`src/rtl/apb_pkg.sv`:
```
// Shared types and constants for the APB arbiter slice.
// Owner and FSM encodings used by apb_arbiter and apb_arb_pick.
package apb_pkg;

  typedef enum logic [1:0] {
    IDLE,
    SETUP,
    ACCESS,
    DONE
  } apb_state_t;

  typedef enum logic {
    OWN_FETCH = 1'b0,
    OWN_DATA  = 1'b1
  } apb_owner_t;

  localparam logic [3:0]  STB_ALL   = 4'b1111;
  localparam logic [31:0] UART_ADDR = 32'h400;

endpackage

```
`src/rtl/apb_arb_pick.sv`:
```
// Grant logic for the fetch/data APB arbiter.
// APB_ARB_RR_EN selects round-robin; otherwise data beats fetch.
module apb_arb_pick
  import apb_pkg::*;
(
  input  logic       pclk,
  input  logic       rst,
  input  logic       f_req,
  input  logic       d_req,
  input  logic       take,
  output apb_owner_t win
);

`ifdef APB_ARB_RR_EN
  apb_owner_t ptr;

  // On a tie the pointer decides; a lone request always wins
  always_comb begin
    win = OWN_DATA;
    if (f_req && d_req)
      win = ptr;
    else if (f_req)
      win = OWN_FETCH;
  end

  // Pointer favours whoever was not just served
  always_ff @(posedge pclk) begin
    if (rst)
      ptr <= OWN_DATA;
    else if (take)
      ptr <= (win == OWN_DATA) ? OWN_FETCH : OWN_DATA;
  end
`else
  logic unused;
  assign unused = ^{pclk, rst, take};

  // Fixed priority: fetch only wins when data is idle
  always_comb begin
    win = OWN_DATA;
    if (f_req && !d_req)
      win = OWN_FETCH;
  end
`endif

endmodule

```
`src/rtl/apb_arbiter.sv`:
```
// Two-requester APB master: fetch and load/store share one bus.
// Build option APB_ARB_RR_EN enables round-robin grant.
module apb_arbiter
  import apb_pkg::*;
#(
  parameter int ADDR_WIDTH = 32,
  parameter int DATA_WIDTH = 32
) (
  input  logic                  pclk,
  input  logic                  rst,
  input  logic                  f_req,
  input  logic [ADDR_WIDTH-1:0] f_addr,
  output logic [DATA_WIDTH-1:0] f_rdata,
  output logic                  f_done,
  output logic                  f_err,
  input  logic                  d_req,
  input  logic [ADDR_WIDTH-1:0] d_addr,
  input  logic [DATA_WIDTH-1:0] d_wdata,
  input  logic                  d_write,
  input  logic [3:0]            d_stb,
  output logic [DATA_WIDTH-1:0] d_rdata,
  output logic                  d_done,
  output logic                  d_err,
  output logic [ADDR_WIDTH-1:0] paddr,
  output logic [DATA_WIDTH-1:0] pdata,
  output logic                  pwrite,
  output logic [3:0]            pstb,
  output logic                  psel,
  output logic                  penable,
  input  logic [DATA_WIDTH-1:0] prdata,
  input  logic                  pready,
  input  logic                  perr
);

  apb_state_t state, nxt;
  apb_owner_t own, win;
  logic       take;

  assign take = (state == IDLE) && (f_req || d_req);

  apb_arb_pick u_pick (
    .pclk  (pclk),
    .rst   (rst),
    .f_req (f_req),
    .d_req (d_req),
    .take  (take),
    .win   (win)
  );

  // State register
  always_ff @(posedge pclk) begin
    if (rst)
      state <= IDLE;
    else
      state <= nxt;
  end

  // Next-state: ACCESS waits as long as the slave stalls
  always_comb begin
    nxt = state;
    unique case (state)
      IDLE:    if (f_req || d_req) nxt = SETUP;
      SETUP:   nxt = ACCESS;
      ACCESS:  if (pready) nxt = DONE;
      DONE:    nxt = IDLE;
      default: nxt = IDLE;
    endcase
  end

  // Registered bus and requester outputs
  always_ff @(posedge pclk) begin
    if (rst) begin
      own     <= OWN_DATA;
      paddr   <= '0;
      pdata   <= '0;
      pwrite  <= 1'b0;
      pstb    <= '0;
      psel    <= 1'b0;
      penable <= 1'b0;
      f_rdata <= '0;
      f_err   <= 1'b0;
      f_done  <= 1'b0;
      d_rdata <= '0;
      d_err   <= 1'b0;
      d_done  <= 1'b0;
    end else begin
      f_done <= 1'b0;
      d_done <= 1'b0;
      unique case (state)
        IDLE: begin
          if (take) begin
            own  <= win;
            psel <= 1'b1;
            if (win == OWN_DATA) begin
              paddr  <= d_addr;
              pdata  <= d_wdata;
              pwrite <= d_write;
              pstb   <= d_stb;
            end else begin
              paddr  <= f_addr;
              pdata  <= '0;
              pwrite <= 1'b0;
              pstb   <= STB_ALL;
            end
          end
        end
        SETUP: penable <= 1'b1;
        ACCESS: begin
          if (pready) begin
            psel    <= 1'b0;
            penable <= 1'b0;
            if (own == OWN_DATA) begin
              d_rdata <= prdata;
              d_err   <= perr;
              d_done  <= 1'b1;
            end else begin
              f_rdata <= prdata;
              f_err   <= perr;
              f_done  <= 1'b1;
            end
          end
        end
        default: ;
      endcase
    end
  end

endmodule

```
`config.mk`:
```
export PLATFORM = sky130hd
export DESIGN_NAME = apb_arbiter
export DESIGN_NICKNAME = d
export VERILOG_FILES = /design/src/rtl/apb_pkg.sv /design/src/rtl/apb_arb_pick.sv /design/src/rtl/apb_arbiter.sv
export SDC_FILE = /design/constraint.sdc
export NUM_CORES = 1
export LEC_CHECK = 0
export CORE_ASPECT_RATIO = 1.25
export CORE_UTILIZATION = 36
export CTS_CLUSTER_SIZE = 28
export DETAILED_ROUTE_END_ITERATION = 12
export PLACE_DENSITY = 0.77
export SLEW_MARGIN = 20
export SYNTH_ARGS = -nofsm -noshare
export SYNTH_HDL_FRONTEND = slang
export SYNTH_SLANG_ARGS = --single-unit
```
`constraint.sdc`:
```
create_clock -name pclk -period 1.5 [get_ports pclk]
set_clock_uncertainty 0.1 [all_clocks]
set_input_delay 0.15 -clock pclk [delete_from_list [all_inputs] [get_ports pclk]]
set_output_delay 0.15 -clock pclk [all_outputs]
set_load 0.01 [all_outputs]
```
==> impl_metrics.ini, run 1 <==
[yosys]
synth_edf_count = 0
synthCells = 634
synthSimpleGateAreaFrac_pct = 18.8
yosys_warnings = 0
synthXorXnorAreaFrac_pct = 0
synthMuxAreaShare_pct = 0.588
synth_top_family_by_area = compound AO/OA/AOI/OAI gates
yosysTopAreaCell = dfxtp_1
netlist.area_leader.share_pct = 53.5
synth_ff_type = dfxtp_1
syn_area_sq_um = 5320
ys_seq_area_share_pct = 53.5
yosysUniqueCellTypes = 30
synthTopCellsByArea = dfxtp_1, nand2_1, a21oi_1, a32oi_1, nor2_1
yosysMostFrequentCell = nand2_1
synth_compound_area_share_pct = 20.6
async_flop_share_pct = 0
synth_common_cells = nand2_1, dfxtp_1, a21oi_1, nor2_1, a32oi_1
synth_fa_ha_area_share_pct = 1.18
ys_ff_latch = 142
syn_area_per_cell_sq_um = 8.39
syn_nets = 778

[worst_setup_path]
crit_cells = 7
crit_top_cell = buf_12
cp-start-kind = flip-flop
worstRegToRegCells = 7
worstSetupPathType = flip-flop to flip-flop
cp-startpoint = state[1]
cp_max_fo = 26
crit_slowest_cell = dfxtp_4
path_cells = inv_4 > ha_4 > o21ai_4 > buf_12 > buf_12 > a32oi_1 > nor2_1
path_buf_inv = 3
r2r-start = state[1]
crit_path_end_kind = flip-flop
slowest_delay_ps = 370
arrival_ps = 1640
crit_required_ps = 1700
worst_path_dominant_cell_family = buffers and inverters

[clock_network]
clock_sinks = 142
cts_buffers = 17
insertion_delay_ps = 410
root_buffer = clkbuf_16
clk_pin_slew_ps = 60
cts_tree = done
htree_levels = 4
cts.path.max_buffers = 2
cts_hold_buf = 0

[global_routing]
top_usage_layer = met2
grt_max_degree = 37
grt_overflow = 0
use_met1_pct = 24.3
grt_pass1_wl_um = 26000
gr-usage-met3_pct = 5.64
grt.total_usage_pct = 21.4
antenna_found_initial = 0
grt_pass1_vias = 5280
met2_usage_pct = 37.4

[floorplan]
core_sq_um = 14400
fp.dieH_um = 138
design.die.area_sq_um = 15300
io-pin-count = 278
num_rows = 49
dieWidth_um = 111
start_util_pct = 36.9

[drt]
post-route-drc-count = 0
postRouteAntennaNets = 0
vias = 5506
wire_per_inst_um = 15.3
drt_wl_total_um = 16800
drt_iter0_markers = 285
dr.pass1.iters = 4
avgViaCountPerCell = 5.02

[cells_and_area]
drive_gt1_share_pct = 8.71
area_growth_pct = 67.5
fill_cells = 1357
final_cells = 1097
nets = 1053
diodes = 0

[timing]
rsz0062_at_grt = no
tightest_slew_ps = 460
hold_viol_final = 0
relSlewSlack_pct = 69.3
slew_viol_final = 0
setup_viol = 0
fmaxAchievable_mhz = 694
min_period_ps = 1440
finalCritPeriodShare_pct = 96.0
fin_tns_setup_ps = 0

[hold_path]
holdPathStages = 2
hp-start = rst
worstHoldPathType = input pin to flip-flop

[place]
io_buffers = 277
dp_hpwl_um = 11700
dp.cells = 1066
gp_congestion = 0.771

[pwr]
leakage_uw = 0.00391
power_density_nw_per_um2 = 1460
vdd_drop_max_uv = 845

[status]
status = complete, no violations

[run]
cap_violations = 0
## cells by family after synthesis
logic type | after synthesis
compound gates | 170
fa+ha+maj | 5
buf+inv | 58
flops | 142
mux | 3
simple gates | 256
## path summary, 6_finish.rpt
kind	end	slack (ps)
max	pdata[29]	60
min	pdata[10]	70
max reg2reg	pdata[29]	60
min reg2reg	f_rdata[2]	350
## state kept, by name, summed over array words and instances, names as in the netlist
signal	count
pstb	4
f_rdata	32
f_err	1
pwrite	1
d_done	1
state	2
d_err	1
d_rdata	32
psel	1
paddr	32
pdata	32
penable	1
own	1
f_done	1
## placed cells by master, fill, tap and decap left out, types with 2 or more instances in the layout
cell type	netlist	layout
nand2_1	165	165
dfxtp_1	142	140
dlygate4sd2_1	0	139
clkdlybuf4s50_1	0	137
a21oi_1	98	97
nor2_1	73	73
a32oi_1	33	31
a211oi_1	30	29
buf_4	4	19
clkbuf_16	0	17
buf_12	0	12
nor3_1	8	8
nand2b_1	4	4
a211oi_2	3	4
clkbuf_1	24	4
ha_1	5	3
clkinv_2	0	3
buf_6	4	3
inv_4	0	2
a32oi_2	0	2
mux2i_1	2	2
ha_4	0	2
bufinv_16	0	2
## metal layers
metal	wire length, um	up-vias	share of wire (%)
met5	0	-	0
met4	540	0	3.2
met3	972	34	5.8
met2	8310	217	49
met1	6970	2551	41
li1	-	2704	-
## layout make-up
cell class / count / area, sq um / area share (%)
clock buffer: 22 / 454 / 5.10
clock inverter: 7 / 91.3 / 1.03
inverter: 2 / 12.5 / 0.140
multi-input combinational: 434 / 2250 / 25.3
sequential: 142 / 2850 / 32.0
tap: 178 / 223 / 2.50
timing repair buffer: 312 / 3030 / 34.0
## report_power, final
group          leakage, uW  internal (uW)  switching [uW]
sequential         0.00116           4400             314
clock             0.000266           2460            1510
combinational      0.00248           2120            2240
## what timing repair did
item,4_1_cts,5_1_grt
resized for setup,144,15
endpoints found under the setup margin,221,85
gates cloned,0,1
pin swaps,0,2
setup buffers,1,0
## stage by stage
step / utilization, % / hold WS, ps / power [uW] / cell area, sq um / setup WS [ps]
finish: 61.8 / 67.2 / 13000 / 8910 / 59.4
global route: 61.8 / 73.9 / 13800 / 8910 / 1.87
CTS: 61.4 / 62.2 / 13100 / 8840 / 1.84
detailed placement: 58.6 / 347 / 9400 / 8440 / -248
global placement: 58.6 / 340 / 9320 / 8440 / -229
floorplan: - / 186 / 7020 / 5330 / 19.0
## worst reg2reg max path, cell delays in order, from the launching register on
cell and delay [ps]:
dfxtp_4 370, inv_4 70, ha_4 160, o21ai_4 90, buf_12 180, buf_12 160
a32oi_1 160, nor2_1 60
No activity file was read; power rests on OpenSTA's default activity.
==> run 2, diff against run 1 <==
--- a/config.mk
+++ b/config.mk
@@ -5,12 +5,14 @@
 export SDC_FILE = /design/constraint.sdc
 export NUM_CORES = 1
 export LEC_CHECK = 0
+export CAP_MARGIN = 30
 export CORE_ASPECT_RATIO = 1.25
 export CORE_UTILIZATION = 36
 export CTS_CLUSTER_SIZE = 28
 export DETAILED_ROUTE_END_ITERATION = 12
-export PLACE_DENSITY = 0.77
+export PLACE_DENSITY = 0.76
 export SLEW_MARGIN = 20
 export SYNTH_ARGS = -nofsm -noshare
 export SYNTH_HDL_FRONTEND = slang
+export SYNTH_HIERARCHICAL = 1
 export SYNTH_SLANG_ARGS = --single-unit
==> impl_metrics.ini, run 2 <==
[yosys]
yosysUniqueCellTypes = 32
ys_seq_area_share_pct = 51.0
yosysTopAreaCell = dfxtp_1
synthCells = 635
syn_area_sq_um = 5580
yosys_warnings = 6
netlist.area_leader.share_pct = 51.0
synth_edf_count = 0
async_flop_share_pct = 0
syn_area_per_cell_sq_um = 8.79
syn_nets = 779
ys_ff_latch = 142
synth_common_cells = nand2_1, dfxtp_1, a21oi_1, nor2_1, nand3_1
synth_ff_type = dfxtp_1
yosysMostFrequentCell = nand2_1
synthTopCellsByArea = dfxtp_1, nand2_1, a21oi_1, a211oi_2, mux2i_1

[global_routing]
grt_overflow = 0
grt_pass1_vias = 5371
grt_max_degree = 60
grt_pass1_wl_um = 27900
grt.total_usage_pct = 22.7
antenna_found_initial = 0

[drt]
drt_wl_total_um = 18000
avgViaCountPerCell = 4.82
postRouteAntennaNets = 0
dr.pass1.iters = 4
drt_iter0_markers = 320
vias = 5460
post-route-drc-count = 0
wire_per_inst_um = 15.9

[pwr]
clkPwrFrac_pct = 28.4
p_int_uw = 10500
p_sw_share_pct = 32.8
p_sw_uw = 5140
seqPwrFrac_pct = 31.9
vdd_drop_max_uv = 748
power_density_nw_per_um2 = 1630
leakage_uw = 0.00416
combPwrFrac_pct = 39.7

[cells_and_area]
area_growth_pct = 71.7
drive_gt1_share_pct = 16.1
seqCellArea_sq_um = 2850
final_cells = 1132
diodes = 0
final_cell_mix = nand2_1, dfxtp_1, dlygate4sd2_1, clkdlybuf4s50_1, a21oi_1
layout_commonest_cell = nand2_1
fill_cells = 1285
fin_area_sq_um = 9580
nets = 1056
multi_input_area_sq_um = 2690

[worst_setup_path]
crit_path_end_kind = flip-flop
crit_required_ps = 1740
r2r-end = state[1]
arrival_ps = 1770
rrSetupSlack_ps = -30
cp_max_fo = 3
worstRegToRegCells = 5
r2r-start = state[1]
worstSetupPathType = flip-flop to flip-flop
cp-start-kind = flip-flop

[timing]
slew_viol_final = 0
min_period_ps = 1530
rsz0062_at_grt = yes
fmaxAchievable_mhz = 653
setup_viol = 4
tightest_slew_ps = 330
finalCritPeriodShare_pct = 102
fin_ws_ps = -31.8
relSlewSlack_pct = 77.9
hold_viol_final = 0
fin_hold_ws_ps = 198
fin_tns_setup_ps = -52.3

[place]
dp.cells = 1091
post_dp_cell_area_sq_um = 8590
dp_hpwl_um = 11700
io_buffers = 277
gp_congestion = 0.759
dpl_worst_slack_ps = -263

[clock_network]
cts_buffers = 17
root_buffer = clkbuf_16
clk_pin_slew_ps = 60
clock_sinks = 142
cts.path.max_buffers = 2
insertion_delay_ps = 420
cts_tree = done
htree_levels = 4

[floorplan]
fp.dieH_um = 141
start_util_pct = 37.0
io-pin-count = 278
num_rows = 50
core_sq_um = 15100
dieWidth_um = 113
design.die.area_sq_um = 16000

[run]
cap_violations = 0

[status]
status = finished, violations left
violations = setup timing

[hold_path]
min_to = d_rdata[12]
holdPathStages = 3
hp-start = prdata[12]
worstHoldPathType = input pin to flip-flop
-- run 2: kinds of logic (layout without fill, tap and decap cells) --
family / Yosys count / in the layout / synth area share [%]
multiplexers: 33 / 33 / 5.94
adder cells (fa/ha/maj): 5 / 5 / 1.12
AO/OA/AOI/OAI: 139 / 139 / 17.1
AND/OR/NAND/NOR: 259 / 259 / 19.2
flip-flops: 142 / 142 / 51.0
buffers and inverters: 57 / 346 / 5.76
-- run 2: layer usage --
layer / GRT usage (%) / vias up / part of all wire, %
met3: 8.56 / 36 / 7.2
met5: 0 / - / 0
met1: 24.5 / 2545 / 38
met2: 39.0 / 188 / 51
met4: 10.9 / 0 / 3.1
li1: - / 2691 / -
-- run 2: how the worst max path moves through the flow --
stage          cells after the start        end     start  slack, ps
4_1_cts                            5   state[1]  state[0]        -40
3_5_place_dp                       5   paddr[1]     d_req       -260
6_report                           5   state[1]  state[1]        -30
3_3_place_gp                       5   paddr[7]     d_req       -250
2_1_floorplan                      5   state[0]  state[0]         20
5_1_grt                            8  paddr[17]  state[0]        -70
-- run 2: through the flow --
stage	power (uW)	utilization (%)
CTS	15100	62.0
floorplan	7750	-
global placement	9990	57.0
global route	16500	63.5
finish	15700	63.5
detailed placement	10100	57.0
-- run 2: layout make-up --
type | count | area share, %
Timing Repair Buffer | 311 | 32.7
Clock inverter | 10 | 1.70
Multi-Input combinational cell | 436 | 28.1
Sequential cell | 142 | 29.7
Clock buffer | 21 | 4.81
Tap cell | 208 | 2.72
Inverter | 4 | 0.313
-- run 2: critical path: stages, from the launching register on --
cell	delay, ps
dfxtp_2	340
buf_6	130
ha_4	150
nor2b_4	130
or4b_4	540
o31ai_4	70
-- run 2: repair_timing --
action,4_1_cts,5_1_grt
resized for setup,170,56
hold endpoints to repair,7,0
buffers inserted,4,0
gates cloned,5,1
pin swaps,2,1
hold buffers,1,0
setup endpoints to repair,278,136
-- run 2: power groups by stage --
stage	registers, uW	logic (uW)	clock network (uW)
final	5000	6210	4450
after floorplan	5270	2480	0
after detailed placement	4970	5130	0
after global routing	5090	6660	4720
after CTS	4890	5730	4530
after global placement	4940	5050	0
==> run 3, diff against run 2 <==
--- a/config.mk
+++ b/config.mk
@@ -7,10 +7,11 @@
 export LEC_CHECK = 0
 export CAP_MARGIN = 30
 export CORE_ASPECT_RATIO = 1.25
-export CORE_UTILIZATION = 36
+export CORE_UTILIZATION = 40
 export CTS_CLUSTER_SIZE = 28
 export DETAILED_ROUTE_END_ITERATION = 12
-export PLACE_DENSITY = 0.76
+export PLACE_DENSITY = 0.8
+export SKIP_CTS_REPAIR_TIMING = 1
 export SLEW_MARGIN = 20
 export SYNTH_ARGS = -nofsm -noshare
 export SYNTH_HDL_FRONTEND = slang
==> constraint.sdc (replaced) <==
create_clock -name pclk -period 1.76 [get_ports pclk]
set_clock_uncertainty 0.1 [all_clocks]
set_input_delay 0.176 -clock pclk [delete_from_list [all_inputs] [get_ports pclk]]
set_output_delay 0.176 -clock pclk [all_outputs]
set_load 0.01 [all_outputs]
==> impl_metrics.ini, run 3 (same netlist as run 2, synthesis figures left out) <==
[status]
status = complete, no violations

[floorplan]
core_sq_um = 13400
fp.dieH_um = 134
io-pin-count = 278
design.die.area_sq_um = 14400
num_rows = 47
start_util_pct = 41.6
dieWidth_um = 108

[clock_network]
cts.path.max_buffers = 2
htree_levels = 4
cts_tree = done
cts_buffers = 17
clk_pin_slew_ps = 60
root_buffer = clkbuf_16
insertion_delay_ps = 410
clock_sinks = 142

[pwr]
p_int_uw = 8200
clkPwrFrac_pct = 30.8
power.total_uw = 12100
p_sw_share_pct = 32.2
leakage_uw = 0.00337
vdd_drop_max_uv = 633
seqPwrFrac_pct = 34.5
power_density_nw_per_um2 = 1330
p_sw_uw = 3890
combPwrFrac_pct = 34.7

[drt]
post-route-drc-count = 0
dr.pass1.iters = 6
vias = 5297
drt_wl_total_um = 16800
postRouteAntennaNets = 0
drt_iter0_markers = 224
avgViaCountPerCell = 4.90
wire_per_inst_um = 15.6

[worst_setup_path]
r2r-start = state[0]
cp_max_fo = 5
cp-start-kind = flip-flop
rrSetupSlack_ps = 120
crit_required_ps = 1980
worstSetupPathType = flip-flop to flip-flop
crit_path_end_kind = flip-flop
worstRegToRegCells = 5
arrival_ps = 1860
r2r-end = state[0]

[timing]
relSlewSlack_pct = 67.1
tightest_slew_ps = 493
fin_tns_setup_ps = 0
hold_viol_final = 0
setup_viol = 0
rsz0062_at_grt = no
min_period_ps = 1640
fmaxAchievable_mhz = 609
fin_hold_ws_ps = 138
slew_viol_final = 0
finalCritPeriodShare_pct = 93.3

[place]
dp_hpwl_um = 11900
post_dp_cell_area_sq_um = 8470
io_buffers = 277
gp_congestion = 0.790

[cells_and_area]
diodes = 0
fill_cells = 1101
drive_gt1_share_pct = 9.67
final_cell_mix = clkdlybuf4s50_1, nand2_1, dfxtp_1, a21oi_1, nor2_1
nets = 1041
fin_area_sq_um = 9090
layout_commonest_cell = clkdlybuf4s50_1
area_growth_pct = 62.9

[hold_path]
holdPathStages = 2
hp-start = rst
worstHoldPathType = input pin to flip-flop
min_to = pdata[10]

[global_routing]
grt.total_usage_pct = 22.8
grt_overflow = 0
antenna_found_initial = 0
grt_max_degree = 55
grt_pass1_wl_um = 25600
grt_pass1_vias = 4984

[run]
cap_violations = 0
-- run 3: changes by cell type in the layout (fill, tap and decap cells not counted), moves of 4 or more --
cell	previous run	this run
ha_4	4	0
a21oi_2	4	0
a21oi_1	96	100
dlygate4sd2_1	139	0
inv_6	0	6
buf_12	11	5
ha_1	1	5
nor2_1	11	41
clkdlybuf4s50_1	137	276
nor2_2	16	0
nor2_4	14	0
-- run 3: per-layer routing --
metal  part of all wire [%]  vias up  GRT usage (%)
li1                       -     2663              -
met1                     39     2401           24.8
met2                     50      202           40.0
met3                    8.3       31           7.58
met4                    2.7        0           9.82
met5                      0        -              0
-- run 3: area by class of cell --
cell class / instances / area [sq um] / share of cell area [%]
repair buffers: 296 / 2980 / 32.7
well taps: 171 / 214 / 2.35
flip-flops and latches: 142 / 2840 / 31.3
inverters: 4 / 16.3 / 0.179
clock buffers: 18 / 429 / 4.72
multi-input cells: 436 / 2430 / 26.7
clock inverters: 14 / 181 / 2.00
-- run 3: power by group through the flow --
| stage | Clock, uW | Combinational (uW) | Sequential (uW) |
|---|---|---|---|
| after global placement | 0 | 4140 | 4210 |
| after CTS | 3800 | 4230 | 4170 |
| after detailed placement | 0 | 4200 | 4230 |
| after floorplan | 0 | 2110 | 4490 |
| final | 3730 | 4200 | 4170 |
| after global routing | 3950 | 4560 | 4240 |
-- run 3: worst max-delay path by stage --
stage	endpoint	cells after the start	from
2_1_floorplan	state[0]	5	state[0]
3_3_place_gp	paddr[13]	5	d_req
3_5_place_dp	paddr[13]	5	d_req
4_1_cts	state[0]	5	state[0]
5_1_grt	paddr[0]	7	state[0]
6_report	state[0]	5	state[0]
-- run 3: metrics by stage --
step | std cells | worst slack, ps | util (%)
after floorplan | 635 | 276 | -
after global placement | 1049 | 59.4 | 63.2
after detailed placement | 1049 | 52.1 | 63.2
after CTS | 1081 | 104 | 67.7
after global routing | 1081 | 0.285 | 67.8
final | 1081 | 117 | 67.8
-- run 3: critical path, cell delays in order (launching register included) --
cell	delay, ps
dfxtp_1	340
inv_1	100
ha_1	230
nor3b_2	180
or4_1	520
o31ai_1	90
==> RTL edit (config.mk and constraints of run 3) <==
Set the parameter `ADDR_WIDTH` to 16 (it was 32).
--- a/src/rtl/apb_arbiter.sv
+++ b/src/rtl/apb_arbiter.sv
@@ -5,3 +5,3 @@
 #(
-  parameter int ADDR_WIDTH = 32,
+  parameter int ADDR_WIDTH = 16,
   parameter int DATA_WIDTH = 32
Interface: changed (resized d_addr, f_addr and paddr); port bits go from 278 to 230. The function was not compared with the original's and may differ.
==> RTL edit against run 3 <==
  * Core utilization is 0.86 points higher
  * Largest power group is now registers
  * Sequential cell count is 16 lower
  * Area after synthesis down 16%
  * Wire length decreased by 15%
  * Final area is 15% lower
  * Die area down 16%
  * Total power decreased by 14%
  * Combinational power shrank 24%
  * Worst setup slack gained 0.011 ns
  * First-iteration DRC count decreased by 6.3%
==> RTL edit: results <==
set metrics [dict create \
    outcome "finished, final reports clean" \
    grt_max_degree 46 \
    max-vdd-ir-drop_v 0.000836 \
    drive_gt1_share_pct 5.83 \
    wl_met1_um 5270 \
    synth_cell_types 30 \
    cp_top_family "buffers and inverters" \
    ys_seq_area_share_pct 53.8 \
    timing.rr.end "pdata[10]" \
    drt-initial-drc-count 210 \
    r2r_cells 6 \
    fin_hold_ws_ns 0.117 \
    reg2reg_from "state[1]" \
    synth_commonest_cells "nand2_1, dfxtp_1, a21oi_1" \
    drt_first_pass_iters 5 \
    route.met3.wl_um 1150 \
    met1_usage_pct 23.6 \
    cp_max_fo 38 \
    first_global_vias 4801 \
    holdPathEnd "d_done" \
    io_buffers 229 \
    synth_area_leaders "dfxtp_1, nand2_1, a21oi_1" \
    nets 891 \
    syn_nets 675 \
    via_per_inst 5.14 \
    gp_congestion 0.808 \
    dp_hpwl_um 9990 \
    p_leak_nw 2.83 \
    wire_per_inst_um 15.4 \
]
RTL edit: worst register-to-register path, cell delays in order, from the launching register on:
cell and delay, ns:
dfxtp_1 0.35, inv_1 0.10, ha_1 0.23, o21ai_2 0.08, buf_4 0.38, nand2_1 0.14, a21oi_1 0.18
RTL edit: report_power, final:
part / internal (mW) / switching [mW]
registers: 3.35 / 0.267
logic: 1.60 / 1.59
clock network: 2.39 / 1.17
RTL edit: metrics by stage:
step	instances	setup slack (ns)	util, %	instance area, µm²	power [mW]
2_1_floorplan	563	0.276	-	4690	5.26
3_3_place_gp	895	0.136	63.2	7110	6.74
3_5_place_dp	895	0.0580	63.2	7110	6.85
4_1_cts	924	0.127	68.6	7720	10.5
5_1_grt	924	0.0181	68.6	7720	10.9
6_report	924	0.128	68.6	7720	10.4
RTL edit: area by class of cell:
cell class | count | area [µm²] | share of cell area [%]
timing repair buffer | 242 | 2490 | 32.2
clock inverter | 5 | 105 | 1.36
tap | 135 | 169 | 2.19
inverter | 4 | 15.0 | 0.195
sequential | 126 | 2520 | 32.7
multi-input combinational | 388 | 1920 | 24.8
clock buffer | 24 | 502 | 6.50
RTL edit: how the worst max path moves through the flow:
stage,start,end,cells past startpoint
6_report,state[1],pdata[10],6
5_1_grt,state[1],paddr[11],7
4_1_cts,state[1],pdata[10],6
3_5_place_dp,d_req,paddr[8],5
3_3_place_gp,d_req,paddr[14],5
2_1_floorplan,state[0],state[0],5
RTL edit: cell families (layout without fill, tap and decap cells):
kind of cell,after synthesis,in the layout,synth area share [%]
multiplexers,17,17,3.65
buffers and inverters,49,275,5.44
flip-flops,126,126,53.8
AND/OR/NAND/NOR,243,243,21.5
AO/OA/AOI/OAI,123,123,14.3
adder cells (fa/ha/maj),5,5,1.33
